$ cat src/rtl/sdram_frame_reader_pkg.sv
// Shared types and constants for the SDRAM frame reader.
//   state_t      : frame reader control states
//   X_W / Y_W    : widths of the pixel column / row tags
//   CNT_W        : width of the received / delivered word counters
//   total_pixels : number of pixels in one frame
package frame_reader_pkg;

    typedef enum logic [2:0] {
        IDLE   = 3'd0,
        REQ    = 3'd1,
        STREAM = 3'd2,
        DRAIN  = 3'd3,
        DONE   = 3'd4
    } state_t;

    localparam int X_W   = 9;
    localparam int Y_W   = 8;
    localparam int CNT_W = 18;

    function automatic logic [CNT_W-1:0] total_pixels(input int width, input int height);
        return CNT_W'(width * height);
    endfunction

endpackage

$ cat src/rtl/sdram_frame_reader_if.sv
// Bus bundle between the frame reader, the SDRAM controller read port and
// the downstream pixel consumer.
//   SDRAM side : sdram_ready, enable_read_mode, sdram_rx_valid,
//                sdram_rx_data, read_pause
//   Pixel side : pix_valid, pix_ready, pix_data, pix_x, pix_y, pix_last
// The master modport is the frame reader; the slave modport is the
// environment (controller + consumer).
interface sdram_frame_reader_if #(
    parameter int DATA_WIDTH = 16,
    parameter int PIX_WIDTH  = 3
) ();
    import frame_reader_pkg::*;

    logic                  sdram_ready;
    logic                  enable_read_mode;
    logic                  sdram_rx_valid;
    logic [DATA_WIDTH-1:0] sdram_rx_data;
    logic                  read_pause;

    logic                  pix_valid;
    logic                  pix_ready;
    logic [PIX_WIDTH-1:0]  pix_data;
    logic [X_W-1:0]        pix_x;
    logic [Y_W-1:0]        pix_y;
    logic                  pix_last;

    modport master (
        input  sdram_ready,
        input  sdram_rx_valid,
        input  sdram_rx_data,
        input  pix_ready,
        output enable_read_mode,
        output read_pause,
        output pix_valid,
        output pix_data,
        output pix_x,
        output pix_y,
        output pix_last
    );

    modport slave (
        output sdram_ready,
        output sdram_rx_valid,
        output sdram_rx_data,
        output pix_ready,
        input  enable_read_mode,
        input  read_pause,
        input  pix_valid,
        input  pix_data,
        input  pix_x,
        input  pix_y,
        input  pix_last
    );

endinterface

$ cat src/rtl/sdram_frame_reader_fifo.sv
// Show-ahead synchronous FIFO used to buffer SDRAM read words.
//   clk, rst_n : clock, asynchronous active-low reset (pointers/level only)
//   clear      : synchronous flush, priority over push/pop
//   push/wdata : write request; ignored when full unless a pop happens too
//   pop        : read request; ignored when empty
//   rdata      : head entry, valid whenever empty is low
//   full/empty/level : occupancy
// DEPTH must be a power of two so the pointers wrap naturally.
module sync_fifo #(
    parameter int DEPTH = 16,
    parameter int WIDTH = 3,
    localparam int AW   = $clog2(DEPTH),
    localparam int LW   = AW + 1
) (
    input  logic             clk,
    input  logic             rst_n,
    input  logic             clear,
    input  logic             push,
    input  logic             pop,
    input  logic [WIDTH-1:0] wdata,
    output logic [WIDTH-1:0] rdata,
    output logic             full,
    output logic             empty,
    output logic [LW-1:0]    level
);

    logic [WIDTH-1:0] mem [DEPTH];
    logic [AW-1:0]    wr_ptr;
    logic [AW-1:0]    rd_ptr;
    logic             wr_en;
    logic             rd_en;

    assign empty = (level == '0);
    assign full  = (level == LW'(DEPTH));
    assign rd_en = pop && !empty;
    // A full FIFO still takes a word when the head leaves in the same cycle.
    assign wr_en = push && (!full || rd_en);
    assign rdata = mem[rd_ptr];

    always_ff @(posedge clk or negedge rst_n) begin
        if (!rst_n) begin
            wr_ptr <= '0;
            rd_ptr <= '0;
            level  <= '0;
        end else if (clear) begin
            wr_ptr <= '0;
            rd_ptr <= '0;
            level  <= '0;
        end else begin
            if (wr_en) wr_ptr <= wr_ptr + AW'(1);
            if (rd_en) rd_ptr <= rd_ptr + AW'(1);
            case ({wr_en, rd_en})
                2'b10:   level <= level + LW'(1);
                2'b01:   level <= level - LW'(1);
                default: level <= level;
            endcase
        end
    end

    always_ff @(posedge clk) begin
        if (wr_en) mem[wr_ptr] <= wdata;
    end

endmodule

$ cat src/rtl/sdram_frame_reader.sv
// Reads one frame of pixels out of SDRAM and streams it to a consumer.
//   clk, rst_n        : clock, asynchronous active-low reset
//   start_reading     : frame request, honoured only in IDLE with sdram_ready
//   reading_complete  : one-cycle pulse once every pixel has been delivered
//   overflow_err      : sticky, a word arrived while the FIFO was full
//   bus (master)      : SDRAM read port and pixel valid/ready stream
// Words are buffered in a show-ahead FIFO; the x/y tags count delivered
// pixels, so they always describe the current FIFO head.
module sdram_frame_reader
    import frame_reader_pkg::*;
#(
    parameter int IMG_WIDTH    = 320,
    parameter int IMG_HEIGHT   = 240,
    parameter int DATA_WIDTH   = 16,
    parameter int PIX_WIDTH    = 3,
    parameter int FIFO_DEPTH   = 16,
    parameter int PAUSE_MARGIN = 4
) (
    input  logic                 clk,
    input  logic                 rst_n,
    input  logic                 start_reading,
    output logic                 reading_complete,
    output logic                 overflow_err,
    sdram_frame_reader_if.master bus
);

    localparam logic [CNT_W-1:0] TOTAL  = total_pixels(IMG_WIDTH, IMG_HEIGHT);
    localparam int               LVL_W  = $clog2(FIFO_DEPTH) + 1;
    localparam logic [X_W-1:0]   X_LAST = X_W'(IMG_WIDTH - 1);
    localparam logic [Y_W-1:0]   Y_LAST = Y_W'(IMG_HEIGHT - 1);

    state_t               state_q;
    state_t               state_d;
    logic [CNT_W-1:0]     rx_count;
    logic [CNT_W-1:0]     tx_count;
    logic [X_W-1:0]       x_q;
    logic [Y_W-1:0]       y_q;
    logic                 overflow_q;
    logic                 enable_rd;

    logic                 start_fire;
    logic                 in_rx_state;
    logic                 accept;
    logic                 rx_final;
    logic                 pop_fire;

    logic                 fifo_full;
    logic                 fifo_empty;
    logic [LVL_W-1:0]     fifo_level;
    logic [PIX_WIDTH-1:0] fifo_rdata;

    // Only the pixel LSBs are kept; the rest of the SDRAM word is dropped.
    logic                 unused_rx_bits;
    assign unused_rx_bits = ^bus.sdram_rx_data[DATA_WIDTH-1:PIX_WIDTH];

    assign start_fire  = (state_q == IDLE) && start_reading && bus.sdram_ready;
    assign in_rx_state = (state_q == REQ) || (state_q == STREAM);
    assign accept      = bus.sdram_rx_valid && in_rx_state && (rx_count < TOTAL);
    assign rx_final    = accept && ((rx_count + CNT_W'(1)) == TOTAL);
    assign pop_fire    = !fifo_empty && bus.pix_ready;

    sync_fifo #(
        .DEPTH (FIFO_DEPTH),
        .WIDTH (PIX_WIDTH)
    ) u_fifo (
        .clk   (clk),
        .rst_n (rst_n),
        .clear (start_fire),
        .push  (accept),
        .pop   (bus.pix_ready),
        .wdata (bus.sdram_rx_data[PIX_WIDTH-1:0]),
        .rdata (fifo_rdata),
        .full  (fifo_full),
        .empty (fifo_empty),
        .level (fifo_level)
    );

    // Frame counters, head coordinates and the sticky overflow flag.
    // A dropped word still counts as received, so after an overflow the
    // delivered count never reaches TOTAL and DRAIN is only left by reset.
    always_ff @(posedge clk or negedge rst_n) begin
        if (!rst_n) begin
            rx_count   <= '0;
            tx_count   <= '0;
            x_q        <= '0;
            y_q        <= '0;
            overflow_q <= 1'b0;
        end else if (start_fire) begin
            rx_count   <= '0;
            tx_count   <= '0;
            x_q        <= '0;
            y_q        <= '0;
            overflow_q <= 1'b0;
        end else begin
            if (accept) rx_count <= rx_count + CNT_W'(1);
            if (accept && fifo_full && !pop_fire) overflow_q <= 1'b1;
            if (pop_fire) begin
                tx_count <= tx_count + CNT_W'(1);
                if (x_q == X_LAST) begin
                    x_q <= '0;
                    y_q <= y_q + Y_W'(1);
                end else begin
                    x_q <= x_q + X_W'(1);
                end
            end
        end
    end

    always_ff @(posedge clk or negedge rst_n) begin
        if (!rst_n) state_q <= IDLE;
        else        state_q <= state_d;
    end

    always_comb begin
        state_d = state_q;
        unique case (state_q)
            IDLE:   if (start_fire) state_d = REQ;
            REQ, STREAM: begin
                if (rx_final)    state_d = DRAIN;
                else if (accept) state_d = STREAM;
            end
            DRAIN:  if ((tx_count == TOTAL) && fifo_empty) state_d = DONE;
            DONE:   state_d = IDLE;
            default: state_d = IDLE;
        endcase
    end

    always_comb begin
        enable_rd        = 1'b0;
        reading_complete = 1'b0;
        case (state_q)
            REQ, STREAM: enable_rd        = 1'b1;
            DONE:        reading_complete = 1'b1;
            default: ;
        endcase
    end

    assign overflow_err         = overflow_q;
    assign bus.enable_read_mode = enable_rd;
    assign bus.read_pause       = (FIFO_DEPTH - int'(fifo_level)) <= PAUSE_MARGIN;
    assign bus.pix_valid        = !fifo_empty;
    // Memory contents are not reset, so mask the head while the FIFO is empty.
    assign bus.pix_data         = fifo_empty ? '0 : fifo_rdata;
    assign bus.pix_x            = x_q;
    assign bus.pix_y            = y_q;
    assign bus.pix_last         = !fifo_empty && (x_q == X_LAST) && (y_q == Y_LAST);

endmodule

$ cat src/flat_wrapper.sv
// flat-port wrapper written by rule: the top's interface ports become plain ports
module sdram_frame_reader_flat import frame_reader_pkg::*;
#(
    parameter int IMG_WIDTH    = 320,
    parameter int IMG_HEIGHT   = 240,
    parameter int DATA_WIDTH   = 16,
    parameter int PIX_WIDTH    = 3,
    parameter int FIFO_DEPTH   = 16,
    parameter int PAUSE_MARGIN = 4
)
  (clk, rst_n, start_reading, reading_complete, overflow_err, bus_sdram_ready, bus_sdram_rx_valid, bus_sdram_rx_data, bus_pix_ready, bus_enable_read_mode, bus_read_pause, bus_pix_valid, bus_pix_data, bus_pix_x, bus_pix_y, bus_pix_last);
  sdram_frame_reader_if #(.DATA_WIDTH(DATA_WIDTH), .PIX_WIDTH(PIX_WIDTH)) bus_i ();
  input  logic clk;
  input  logic rst_n;
  input  logic start_reading;
  output logic reading_complete;
  output logic overflow_err;
  input wire logic [$bits(bus_i.sdram_ready)-1:0] bus_sdram_ready;
  input wire logic [$bits(bus_i.sdram_rx_valid)-1:0] bus_sdram_rx_valid;
  input wire logic [$bits(bus_i.sdram_rx_data)-1:0] bus_sdram_rx_data;
  input wire logic [$bits(bus_i.pix_ready)-1:0] bus_pix_ready;
  output wire logic [$bits(bus_i.enable_read_mode)-1:0] bus_enable_read_mode;
  output wire logic [$bits(bus_i.read_pause)-1:0] bus_read_pause;
  output wire logic [$bits(bus_i.pix_valid)-1:0] bus_pix_valid;
  output wire logic [$bits(bus_i.pix_data)-1:0] bus_pix_data;
  output wire logic [$bits(bus_i.pix_x)-1:0] bus_pix_x;
  output wire logic [$bits(bus_i.pix_y)-1:0] bus_pix_y;
  output wire logic [$bits(bus_i.pix_last)-1:0] bus_pix_last;
  assign bus_i.sdram_ready = bus_sdram_ready;
  assign bus_i.sdram_rx_valid = bus_sdram_rx_valid;
  assign bus_i.sdram_rx_data = bus_sdram_rx_data;
  assign bus_i.pix_ready = bus_pix_ready;
  assign bus_enable_read_mode = bus_i.enable_read_mode;
  assign bus_read_pause = bus_i.read_pause;
  assign bus_pix_valid = bus_i.pix_valid;
  assign bus_pix_data = bus_i.pix_data;
  assign bus_pix_x = bus_i.pix_x;
  assign bus_pix_y = bus_i.pix_y;
  assign bus_pix_last = bus_i.pix_last;
  sdram_frame_reader #(.IMG_WIDTH(IMG_WIDTH), .IMG_HEIGHT(IMG_HEIGHT), .DATA_WIDTH(DATA_WIDTH), .PIX_WIDTH(PIX_WIDTH), .FIFO_DEPTH(FIFO_DEPTH), .PAUSE_MARGIN(PAUSE_MARGIN)) u_core (.clk(clk), .rst_n(rst_n), .start_reading(start_reading), .reading_complete(reading_complete), .overflow_err(overflow_err), .bus(bus_i));
endmodule
$ cat config.mk
export PLATFORM = sky130hd
export DESIGN_NAME = sdram_frame_reader_flat
export DESIGN_NICKNAME = d
export VERILOG_FILES = /design/src/rtl/sdram_frame_reader_pkg.sv /design/src/rtl/sdram_frame_reader_if.sv /design/src/rtl/sdram_frame_reader_fifo.sv /design/src/rtl/sdram_frame_reader.sv /design/src/flat_wrapper.sv
export SDC_FILE = /design/constraint.sdc
export NUM_CORES = 1
export LEC_CHECK = 0
export ABC_AREA = 1
export CORE_MARGIN = 1
export CORE_UTILIZATION = 62
export CTS_BUF_LIST = sky130_fd_sc_hd__clkbuf_4
export DETAILED_ROUTE_END_ITERATION = 8
export PLACE_DENSITY = 0.91
export REMOVE_ABC_BUFFERS = 1
export SLEW_MARGIN = 20
export SYNTH_ARGS = -nofsm -noshare
export SYNTH_HDL_FRONTEND = slang
export SYNTH_SLANG_ARGS = --single-unit
$ cat constraint.sdc
create_clock -name clk -period 4.3 [get_ports clk]
set_clock_uncertainty 0.1 [all_clocks]
set_input_delay 0.86 -clock clk [delete_from_list [all_inputs] [get_ports clk]]
set_output_delay 0.86 -clock clk [all_outputs]
set_load 0.03 [all_outputs]
== Yosys cells after proc, flatten, opt, wreduce, memory -nomap -nowiden ==
Memory sizes are Yosys's and may differ from the RTL's.
Cells that the tools add are included.

* Register bits after elaboration: 70
* Bits in writable memories: 48
* Bits of input ports: 22
* Output and inout port bits: 26
* Word-level logic and storage cells: 91
* Memories: 1

* Add/sub/neg operators: 9
* Magnitude comparators: 2
* Equality and inequality tests: 14
* Multiplexer cells: 28
* Reductions and logical operators: 28

{| class="wikitable"
|+ Memories
! name !! depth !! bits a word !! rd ports !! clocked after memory_dff !! write ports !! RTL line !! text
|-
| u_core.u_fifo.mem || 16 || 3 || 1 || 0 || 1 || sdram_frame_reader_fifo.sv:27 || <nowiki>logic [WIDTH-1:0] mem [DEPTH];</nowiki>
|}

{| class="wikitable"
|+ Operator list
! operator !! number
|-
| $mux 18 || 4
|-
| $add 18x1->18 const B || 2
|-
| $eq 18x17->1 const B || 2
|-
| $le 32x4->1 const B || 1
|-
| $mux 9 || 3
|-
| $mux 8 || 3
|-
| $lt 18x17->1 const B || 1
|-
| $mux 4 || 4
|-
| $mux 3 || 5
|-
| $logic_and 1x1->1 || 12
|-
| $pmux 5 s2 || 1
|-
| $reduce_bool 2->1 || 5
|-
| $add 9x1->9 const B || 1
|-
| $eq 9x9->1 const B || 1
|-
| $pmux 3 s3 || 1
|-
| $add 4x1->4 const B || 2
|-
| $add 8x1->8 const B || 1
|-
| $eq 8x8->1 const B || 1
|-
| $eq 3x2->1 const B || 2
|-
| $mux 1 || 6
|-
| $sub 5x5->6 const A || 1
|-
| $add 5x1->5 const B || 1
|-
| $eq 5x5->1 const B || 1
|-
| $logic_not 5->1 || 1
|-
| other kinds (15) || 19
|}

== Logic depth before layout (Yosys ltp) ==
Gate-level depths: netlist (run 1).

* Word-level depth: 8
* Gate-level depth with buffers: 17

== Hierarchy ==
Synthesis (run 1) repeated with hierarchy kept, for this count alone.

* Cell total of the unflattened synthesis: 732
* Area total of the unflattened synthesis: 6248.5 µm²

{| class="wikitable"
|+ By module, submodules not included
! module !! instances !! cells an instance !! area each (µm²) !! sequential area each (µm²)
|-
| sdram_frame_reader || 1 || 461 || 3342.0 || 1426.4
|-
| sync_fifo || 1 || 271 || 2906.5 || 1766.7
|}

== Worst setup path before layout (run 1) ==
No wires, ideal clock.

* Path kind: register to output
* Start point: reg u_core.x_q[1], in the netlist u_core.bus.pix_x[1]
* End point: out bus_pix_last
* Arrival: 2.063 ns
* Data required time: 3.340 ns
* Path slack: 1.277 ns
* Cell stages (with the launch flop): 6
* Buffers on the path: 0
* Path through: dfrtp_1 ha_1 nand3_1 nor3_1 inv_1 nor4_1

* Cells in the longest elaborated chain, start to end: 3

{| class="wikitable"
|+ RTL lines
! item !! RTL line !! text
|-
| start: declaration || sdram_frame_reader.sv:36 || <nowiki>logic [X_W-1:0] x_q;</nowiki>
|-
| start signal: assignment || sdram_frame_reader.sv:103 || <nowiki>x_q <= x_q + X_W'(1);</nowiki>
|-
| $eq 9x9->1 || sdram_frame_reader.sv:146 || <nowiki>assign bus.pix_last = !fifo_empty && (x_q == X_LAST) && (y_q == Y_LAST);</nowiki>
|-
| $logic_and 1x1->1 (2 in a row) || sdram_frame_reader.sv:146 ||
|-
| end: declaration || flat_wrapper.sv:28 || <nowiki>output wire logic [$bits(bus_i.pix_last)-1:0] bus_pix_last;</nowiki>
|}

No other way between the ends.

== Worst setup path after layout (run 1) ==
* Start point: reg u_core.u_fifo.rd_ptr[1]
* End point: out bus_pix_data[0]

* Cells in the longest elaborated chain, start to end: 2

{| class="wikitable"
|+ RTL lines
! item !! RTL line !! text
|-
| start: declaration || sdram_frame_reader_fifo.sv:29 || <nowiki>logic [AW-1:0] rd_ptr;</nowiki>
|-
| start signal: assignment || sdram_frame_reader_fifo.sv:51 || <nowiki>if (rd_en) rd_ptr <= rd_ptr + AW'(1);</nowiki>
|-
| $mem_v2 16x3 || n/a ||
|-
| $mux 3 || sdram_frame_reader.sv:143 || <nowiki>assign bus.pix_data = fifo_empty ? '0 : fifo_rdata;</nowiki>
|-
| end: declaration || flat_wrapper.sv:25 || <nowiki>output wire logic [$bits(bus_i.pix_data)-1:0] bus_pix_data;</nowiki>
|}

No other way between the ends.

==> flow_summary.toml, run 1 <==
[yosys]
synth_edf_count = 48
avgSynthCellArea_um2 = 8.73
ys_warn_count = 0
netlist.area_leader.share_pct = 29.2
synthTopCellsByArea = "dfrtp_1 29%, edfxtp_1 24%, nand2_1 7.9%"
synth_seq_cells = 118
yosysSeqAreaShare_pct = 53.2
synth.cell_area_mm2 = 0.00601
synth_ff_type = "dfrtp_1"
yosys.area.top_type = "dfrtp_1"
syn_inst = 688
synth-async-reset-ratio_pct = 59.3
synth_cell_types = 42

[flow_run]
maxCapViolCount = 0

[worst_setup_path]
cp_max_fo = 14
cp-start-kind = "flip-flop"
path_class = "reg2out"
cpPeakStageDelay_ns = 0.68
cp.required_ns = 3.34
end_kind = "primary output"
worstRegToRegCells = 15
crit_chain = "inv_1 -> o21ai_0 -> o221ai_1 -> nand3_1 -> a21oi_1 -> clkdlybuf4s50_1"
slowest_stage = "clkdlybuf4s50_1"
cp.arrival_ns = 2.89

[placement]
hpwl_mm = 9.49
place_congestion = 0.892
numPortBuffers = 34
dpl_worst_slack_ns = 1.05

[clock_tree]
post_cts_buffers = 0
clk_pin_slew_ns = 0.12
cts.sinks = 118
clockBufferDepth = 2
htree_levels = 4
cts_tree = "built"
cts_repair_resize_count = 0
clkLatencyLatePin_ns = 0.53
numCtsBuffers = 17
root_buffer = "clkbuf_4"
postCtsHoldBufs = 0

[timing]
setup_tns_ns = 0
fin_ws_ns = 0.446
rsz0062_at_grt = "no"
period_minus_slack_ns = 3.85
worstMarginPinSlew_ns = 0.879
drv_slew = 0
hold_viol_final = 0
max_freq_mhz = 259
post-route-period-util_pct = 89.6
setup_viol = 0
slew_headroom_pct = 41.4

[global_route]
antenna_found_initial = 0
grt_max_degree = 71
grt_pass1_vias = 5057
grt_overflow_total = 0
gr-usage-met2_pct = 50.8
grt_pass1_wl_mm = 22.8
grt_usage_pct = 29.2
busiest_layer = "met2"
grt.met1_usage_pct = 34.2
use_met3_pct = 5.78

[drt]
antenna_left = 0
wire_per_inst_um = 15.8
drc_errors = 0
wirelength_mm = 13.8
drt_iter0_markers = 333
post_drt_via_cell_ratio = 5.84
vias = 5083
dr.pass1.iters = 6

[final_layout]
nets = 767
postLayoutCoreUtil_pct = 72.5
multi_input_area_mm2 = 0.00241
drive_gt1_share_pct = 9.57
diodes = 0
regArea_mm2 = 0.00319
syn2layout_area_growth_pct = 12.6
fillCellCount = 679

[die]
die_h_um = 100
die_w_um = 100
io_pins = 48
dieArea_mm2 = 0.0101
initial_core_util_pct = 64.4
core_mm2 = 0.00933
fp-row-count = 35

[power_and_ir_drop]
ir_drop_mv = 0.479
powerDensity_mw_per_mm2 = 654
p_leak_nw = 2.81
power_mw = 4.43

[outcome]
outcome = "completed"

[min_path]
hp-class = "in2async"
-- state kept, by name, indices dropped and copies added (netlist names) --
| signal | flops |
|---|---|
| u_core.bus.pix_y | 8 |
| u_core.rx_count | 18 |
| u_core.tx_count | 18 |
| u_core.u_fifo.wr_ptr | 4 |
| u_core.u_fifo.level | 5 |
| u_core.u_fifo.mem | 48 |
| u_core.u_fifo.rd_ptr | 4 |
| u_core.bus.pix_x | 9 |
| u_core.overflow_err | 1 |
| u_core.state_q | 3 |
-- placed cells by master (no fill, tap or decap), types with 2 or more instances in the layout --
master | netlist | final
nand4_1 | 12 | 12
a21oi_1 | 28 | 28
xnor2_1 | 2 | 2
xor2_1 | 8 | 8
clkinv_2 | 0 | 3
a31oi_1 | 4 | 4
clkinvlp_4 | 0 | 3
o221ai_1 | 8 | 8
ha_1 | 15 | 15
clkbuf_4 | 0 | 19
nand2_1 | 127 | 127
nor4_1 | 4 | 4
nand3_1 | 30 | 30
nand3_2 | 3 | 3
nand2_2 | 4 | 4
nor2_2 | 6 | 6
o21ai_0 | 59 | 59
nand2_4 | 3 | 3
inv_1 | 76 | 76
edfxtp_1 | 48 | 48
o21ai_1 | 3 | 3
o22ai_1 | 15 | 15
o211ai_1 | 4 | 4
nor3_1 | 22 | 22
nor2_1 | 94 | 94
inv_4 | 1 | 2
nor2_4 | 2 | 2
bufinv_16 | 0 | 3
clkdlybuf4s50_1 | 0 | 33
dfrtp_1 | 70 | 70
inv_2 | 11 | 12
nor3_2 | 2 | 2
buf_4 | 1 | 4
-- cell families (layout without fill, tap and decap cells) --
kind of cell,Yosys count,count (layout),share of synthesized area (%)
mux,1,1,0.167
simple gates,313,313,23.2
buf+inv,104,158,6.67
flops,118,118,53.2
fa+ha+maj,16,16,3.46
compound gates,126,126,11.9
xor+xnor,10,10,1.46
-- cells in the mapped netlist, types with 4 or more instances --
library cell / count
nor2_1: 94
dfrtp_1: 70
o22ai_1: 15
a31oi_1: 4
o21ai_0: 59
nand4_1: 12
nor3_1: 22
edfxtp_1: 48
nor4_1: 4
nand2_2: 4
nor2_2: 6
ha_1: 15
inv_1: 76
nand2_1: 127
inv_2: 11
xor2_1: 8
o211ai_1: 4
clkbuf_1: 11
a21oi_1: 28
nand3_1: 30
o221ai_1: 8
-- layer usage --
| metal | vias up | wire [µm] |
|---|---|---|
| met1 | 2408 | 5540 |
| met5 | - | 0 |
| met2 | 220 | 6910 |
| met4 | 0 | 442 |
| met3 | 53 | 895 |
| li1 | 2402 | - |
-- per-stage QoR --
step / cell area [µm²] / hold WS [ns] / std cells
floorplan: 5940 / 0.356 / 672
global placement: 6470 / 0.378 / 839
detailed placement: 6470 / 0.379 / 839
CTS: 6760 / 0.407 / 871
global route: 6760 / 0.437 / 871
finish: 6760 / 0.408 / 871
-- final timing paths --
check                                               startpoint                            endpoint  slack (ns)
min in group clk               u_core.bus.pix_y[2]$_DFFE_PN0P_     u_core.bus.pix_y[2]$_DFFE_PN0P_        0.41
max                        u_core.u_fifo.rd_ptr[1]$_DFFE_PN0P_                     bus_pix_data[0]        0.45
min reg2reg                    u_core.bus.pix_y[2]$_DFFE_PN0P_     u_core.bus.pix_y[2]$_DFFE_PN0P_        0.41
min                                                      rst_n     u_core.bus.pix_y[1]$_DFFE_PN0P_        0.41
max in group asynchronous                                rst_n      u_core.rx_count[5]$_DFFE_PN0P_        3.09
max reg2reg                 u_core.u_fifo.level[0]$_DFFE_PN0P_  u_core.u_fifo.level[4]$_DFFE_PN0P_        1.08
-- power breakdown --
part,total [mW],switching [mW],internal (mW),leakage [nW]
clock,0.850,0.436,0.414,0.159
sequential,1.70,0.276,1.43,1.36
combinational,1.87,1.22,0.651,1.29
total,4.43,1.94,2.49,2.81
-- final cells by class --
type                            count  area share, %
Inverter                           88           4.92
Multi-Input combinational cell    466           35.7
Sequential cell                   118           47.2
Clock buffer                       19           2.11
Tap cell                          129           2.39
Clock inverter                     13           2.29
Timing Repair Buffer               38           5.40
-- worst max-delay path: cells and delay by family (launching register included) --
family / cells / cell delay (ns)
AND/OR/NAND/NOR: 1 / 0.14
buffers and inverters: 2 / 1.08
flip-flops: 1 / 0.54
AO/OA/AOI/OAI: 3 / 0.62
Power figures use the tool's default switching activity.
==> run 2, diff against run 1 <==
--- a/config.mk
+++ b/config.mk
@@ -15,4 +15,5 @@
 export SLEW_MARGIN = 20
 export SYNTH_ARGS = -nofsm -noshare
 export SYNTH_HDL_FRONTEND = slang
+export SYNTH_HIERARCHICAL = 1
 export SYNTH_SLANG_ARGS = --single-unit
==> flow_summary.toml, run 2 <==
[global_route]
grt_pass1_wl_mm = 22.5
grt_pass1_vias = 5120
grt_usage_pct = 27.9
grt_max_degree = 41
antenna_found_initial = 0
grt_overflow_total = 0

[die]
fp-row-count = 36
core_mm2 = 0.00977
dieArea_mm2 = 0.0105
initial_core_util_pct = 63.9
die_h_um = 102
io_pins = 48
die_w_um = 102

[worst_setup_path]
cp_max_fo = 28
cp.arrival_ns = 2.98
rr_startpoint = "u_core/state_q[1]$_DFFE_PN0P_"
regToRegEndpoint = "u_core/u_fifo/level[0]$_DFFE_PN0P_"
end_kind = "primary output"
path_class = "reg2out"
cp-start-kind = "flip-flop"
cp.required_ns = 3.34
r2r_slack_ns = 1.80
worstRegToRegCells = 11

[final_layout]
layout_commonest_cell = "nand2_1"
top_regs = "u_core/u_fifo/mem: 48 flops, u_core/rx_count: 18 flops, u_core/tx_count: 18 flops"
top_register = "u_core/u_fifo/mem"
syn2layout_area_growth_pct = 11.5
largest_register_ffs = 48
stdcell_area_mm2 = 0.00696
diodes = 0
nets = 811
final_cell_mix = "146 x nand2_1, 110 x nor2_1, 85 x inv_1, 70 x dfrtp_1, 54 x o21ai_0"
drive_gt1_share_pct = 9.90
fillCellCount = 724

[yosys]
synthTopCellsByCount = "146 x nand2_1, 110 x nor2_1, 85 x inv_1, 70 x dfrtp_1, 54 x o21ai_0"
yosysSeqAreaShare_pct = 51.1
ys_warn_count = 6
synth_compound_area_share_pct = 10.8
synth_ff_type = "dfrtp_1"
synth_seq_cells = 118
synth_xor_area_share_pct = 1.12
synthAdderAreaFrac_pct = 2.92
synth_edf_count = 48
synth_top_family_by_area = "simple AND/OR/NAND/NOR gates"
yosys.area.top_type = "dfrtp_1"
synth.cell_area_mm2 = 0.00625
netlist.area_leader.share_pct = 28.0
synthTopCellsByArea = "dfrtp_1 28%, edfxtp_1 23%, nand2_1 8.8%"
syn_inst = 732
synth.most_common_cell = "nand2_1"
synth.area.mux_share_pct = 0
synth-async-reset-ratio_pct = 59.3
synth_cell_types = 43
avgSynthCellArea_um2 = 8.54
synth-simple-area-share_pct = 26.9

[timing]
setup_tns_ns = 0
max_freq_mhz = 254
period_minus_slack_ns = 3.94
post-route-period-util_pct = 91.7
drv_slew = 0
worstMarginPinSlew_ns = 0.896
hold_viol_final = 0
setup_viol = 0
rsz0062_at_grt = "no"
slew_headroom_pct = 40.3

[drt]
vias = 5209
antenna_left = 0
wirelength_mm = 13.4
wire_per_inst_um = 14.6
post_drt_via_cell_ratio = 5.66
drt_iter0_markers = 378
drc_errors = 0
dr.pass1.iters = 5

[clock_tree]
htree_levels = 4
cts_repair_resize_count = 0
post_cts_buffers = 0
root_buffer = "clkbuf_4"
clk_pin_slew_ns = 0.12
clockBufferDepth = 2
clkLatencyLatePin_ns = 0.51
cts_tree = "built"
cts.sinks = 118
postCtsHoldBufs = 0
numCtsBuffers = 17

[min_path]
hp-class = "in2async"

[outcome]
outcome = "completed"

[power_and_ir_drop]
ir_drop_mv = 0.471
p_leak_nw = 2.92
powerDensity_mw_per_mm2 = 633

[placement]
place_congestion = 0.881
hpwl_mm = 9.34
post_dp_cell_area_mm2 = 0.00669
numPortBuffers = 34

[flow_run]
maxCapViolCount = 0
==> run 2: cell types whose count changed in the layout (fill, tap and decap cells not counted), moves of 5 or more <==
| cell | delta |
|---|---|
| nand2_1 | +19 |
| nor2_1 | +16 |
| nand3_1 | +15 |
| inv_1 | +9 |
| o211ai_1 | +8 |
| o221ai_1 | -8 |
| o22ai_1 | -8 |
| nor2_4 | +5 |
| o21ai_0 | -5 |
==> run 2: final cells by class <==
class	instances	area, µm²	share of cell area (%)
clock buffer	17	128	1.83
clock inverter	15	144	2.07
inverter	95	362	5.19
multi-input combinational	505	2610	37.4
sequential	118	3190	45.8
tap	133	166	2.39
timing repair buffer	38	365	5.25
==> run 2: worst max-delay path by stage <==
stage                                                    from               to  slack (ns)  cells after the start
after detailed placement  u_core/u_fifo/rd_ptr[1]$_DFFE_PN0P_  bus_pix_data[0]        1.03                      7
after floorplan               u_core/bus.pix_x[1]$_DFFE_PN0P_     bus_pix_last        1.43                      5
final                     u_core/u_fifo/rd_ptr[1]$_DFFE_PN0P_  bus_pix_data[0]        0.36                      7
after global placement    u_core/u_fifo/rd_ptr[1]$_DFFE_PN0P_  bus_pix_data[0]        1.15                      7
after global routing      u_core/u_fifo/rd_ptr[1]$_DFFE_PN0P_  bus_pix_data[0]        0.19                      7
after CTS                 u_core/u_fifo/rd_ptr[1]$_DFFE_PN0P_  bus_pix_data[0]        0.41                      7
==> run 2: logic make-up after synthesis <==
| kind of cell | Yosys count |
|---|---|
| buffers and inverters | 109 |
| DFF | 118 |
| and+or+nand+nor | 366 |
| xor gates and xnor gates | 8 |
| AOI/OAI and AO/OA | 117 |
| adders and majority gates | 14 |
==> run 2: per-layer routing <==
metal	share of wire [%]	track usage, %	vias to the layer above	wire length, µm
met3	6.1	5.68	22	822
met5	0	0	-	0
li1	-	-	2513	-
met1	40	33.6	2469	5400
met4	1.5	11.0	0	195
met2	52	49.1	205	6990
==> run 2: stage by stage <==
| stage | cells | setup WS, ns | power [mW] | utilization (%) | hold WS [ns] |
|---|---|---|---|---|---|
| floorplan | 718 | 1.43 | 3.03 | - | 0.358 |
| global placement | 889 | 1.15 | 3.53 | 68.5 | 0.375 |
| detailed placement | 889 | 1.03 | 3.64 | 68.5 | 0.377 |
| CTS | 921 | 0.405 | 4.41 | 71.2 | 0.341 |
| global route | 921 | 0.193 | 4.74 | 71.2 | 0.415 |
| finish | 921 | 0.356 | 4.41 | 71.2 | 0.359 |
==> run 2: worst max-delay path: stages, from the launching register on <==
cell,delay (ns)
dfrtp_1,0.90
o21ai_0,0.31
o211ai_1,0.27
nand3_1,0.11
nand2_1,0.08
inv_1,0.04
nor2_1,0.09
clkdlybuf4s50_1,0.68
==> run 2: power by group <==
group / leakage [nW] / switching (mW) / internal (mW)
Sequential: 1.36 / 0.294 / 1.41
Combinational: 1.42 / 1.24 / 0.696
Clock: 0.142 / 0.467 / 0.299
==> run 3, diff against run 2 <==
--- a/config.mk
+++ b/config.mk
@@ -6,7 +6,7 @@
 export NUM_CORES = 1
 export LEC_CHECK = 0
 export ABC_AREA = 1
-export CORE_MARGIN = 1
+export CORE_MARGIN = 4
 export CORE_UTILIZATION = 62
 export CTS_BUF_LIST = sky130_fd_sc_hd__clkbuf_4
 export DETAILED_ROUTE_END_ITERATION = 8
==> flow_summary.toml, run 3 (synthesized netlist as in run 2, its figures left out) <==
[worst_setup_path]
end_kind = "primary output"
critical_path.top_delay_family = "buffers and inverters"
regToRegEndpoint = "u_core/u_fifo/level[4]$_DFFE_PN0P_"
cp-start-kind = "flip-flop"
cpPeakStageDelay_ns = 0.65
crit_top_cell = "nor2_1"
rr_startpoint = "u_core/rx_count[13]$_DFFE_PN0P_"
cp.arrival_ns = 3.01
path_buf_inv = 3
path_class = "reg2out"
slowest_stage = "dfrtp_2"
critical_path.startpoint = "u_core/u_fifo/rd_ptr[0]$_DFFE_PN0P_"
crit_cells = 10
crit_chain = "clkinv_2 -> nor2_1 -> nor2_1 -> o21ai_0 -> o211ai_1 -> nand3_1 -> nand2_1 -> inv_1 -> nor2_1 -> clkdlybuf4s50_1"
cp.required_ns = 3.34
cp_max_fo = 27
worstRegToRegCells = 15
cp-endpoint = "bus_pix_data[1]"
r2r_slack_ns = 1.76

[timing]
hold_viol_final = 0
hold_ws_ns = 0.291
post-route-period-util_pct = 92.3
fin_ws_ns = 0.332
period_minus_slack_ns = 3.97
slew_headroom_pct = 39.4
setup_tns_ns = 0
setup_viol = 0
rsz0062_at_grt = "no"
worstMarginPinSlew_ns = 0.910
drv_slew = 0
max_freq_mhz = 252

[min_path]
hp-class = "in2async"

[clock_tree]
cts_repair_resize_count = 0
clk_pin_slew_ns = 0.11
clkLatencyLatePin_ns = 0.54
cts.sinks = 118
post_cts_buffers = 0
clockBufferDepth = 2
htree_levels = 4
root_buffer = "clkbuf_4"
cts_tree = "built"
numCtsBuffers = 17
postCtsHoldBufs = 0

[final_layout]
top_regs = "u_core/u_fifo/mem: 48 flops, u_core/rx_count: 18 flops, u_core/tx_count: 18 flops"
regArea_mm2 = 0.00319
fillCellCount = 710
stdcell_area_mm2 = 0.00699
diodes = 0
final_cell_mix = "146 x nand2_1, 110 x nor2_1, 85 x inv_1, 69 x dfrtp_1, 54 x o21ai_0"
drive_gt1_share_pct = 9.78
top_register = "u_core/u_fifo/mem"
largest_register_ffs = 48
multi_input_area_mm2 = 0.00261
layout_commonest_cell = "nand2_1"
nets = 810
syn2layout_area_growth_pct = 11.9

[global_route]
grt.met1_usage_pct = 31.9
grt_pass1_wl_mm = 24.3
grt_max_degree = 38
antenna_found_initial = 0
grt_pass1_vias = 5362
busiest_layer = "met2"
use_met3_pct = 5.85
grt_usage_pct = 26.3
gr-usage-met2_pct = 45.6
grt_overflow_total = 0

[power_and_ir_drop]
power_frac_seq_pct = 38.2
internal_power_mw = 2.52
p_sw_share_pct = 44.6
p_leak_nw = 2.94
power_frac_comb_pct = 43.1
p_switching_mw = 2.03
powerDensity_mw_per_mm2 = 652
power_mw = 4.56
ir_drop_mv = 0.555
clockPowerShare_pct = 18.7

[die]
die_w_um = 108
fp-row-count = 36
initial_core_util_pct = 63.9
core_mm2 = 0.00977
io_pins = 48
die_h_um = 108
dieArea_mm2 = 0.0117

[drt]
drt_iter0_markers = 443
post_drt_via_cell_ratio = 5.78
dr.pass1.iters = 6
drc_errors = 0
vias = 5321
wire_per_inst_um = 15.7
wirelength_mm = 14.4
antenna_left = 0

[placement]
numPortBuffers = 34
place_congestion = 0.937
post_dp_cell_area_mm2 = 0.00669
dpl_worst_slack_ns = 0.763
hpwl_mm = 9.75

[flow_run]
maxCapViolCount = 0

[outcome]
outcome = "completed"
run 3: metal layers:
| metal | part of all wire (%) | up-vias |
|---|---|---|
| met3 | 6.9 | 43 |
| met4 | 2.4 | 0 |
| li1 | - | 2526 |
| met1 | 40 | 2518 |
| met5 | 0 | - |
| met2 | 51 | 234 |
run 3: worst min path at each step:
stage,slack (ns),cells past startpoint,endpoint
after global routing,0.32,1,u_core/u_fifo/rd_ptr[3]$_DFFE_PN0P_
final,0.29,1,u_core/rx_count[12]$_DFFE_PN0P_
after floorplan,0.36,2,u_core/rx_count[17]$_DFFE_PN0P_
after detailed placement,0.38,1,u_core/tx_count[7]$_DFFE_PN0P_
after CTS,0.29,1,u_core/rx_count[15]$_DFFE_PN0P_
after global placement,0.38,2,u_core/rx_count[17]$_DFFE_PN0P_
run 3: worst register-to-register path, delay by kind of cell, from the launching register on:
kind | cells | cell delay [ns]
DFF | 1 | 0.43
buffers and inverters | 2 | 0.26
adders and majority gates | 1 | 0.30
AOI/OAI and AO/OA | 2 | 0.52
and+or+nand+nor | 10 | 0.84
run 3: layout make-up:
cell class                      count  share of cell area (%)
Tap cell                          133                    2.38
Multi-Input combinational cell    505                    37.3
Timing Repair Buffer               37                    5.12
Sequential cell                   118                    45.7
Inverter                           95                    5.19
Clock inverter                     13                    2.27
Clock buffer                       19                    2.04
run 3: stage by stage:
| step | utilization [%] | instances |
|---|---|---|
| after floorplan | - | 718 |
| after global placement | 68.4 | 888 |
| after detailed placement | 68.4 | 888 |
| after CTS | 71.5 | 920 |
| after global routing | 71.5 | 920 |
| final | 71.5 | 920 |
run 3: power groups by stage:
stage	combinational, mW	clock [mW]	sequential, mW
3_3_place_gp	1.81	0	1.73
3_5_place_dp	1.93	0	1.75
4_1_cts	1.95	0.862	1.73
2_1_floorplan	1.25	0	1.77
6_report	1.96	0.852	1.74
5_1_grt	2.16	0.917	1.78
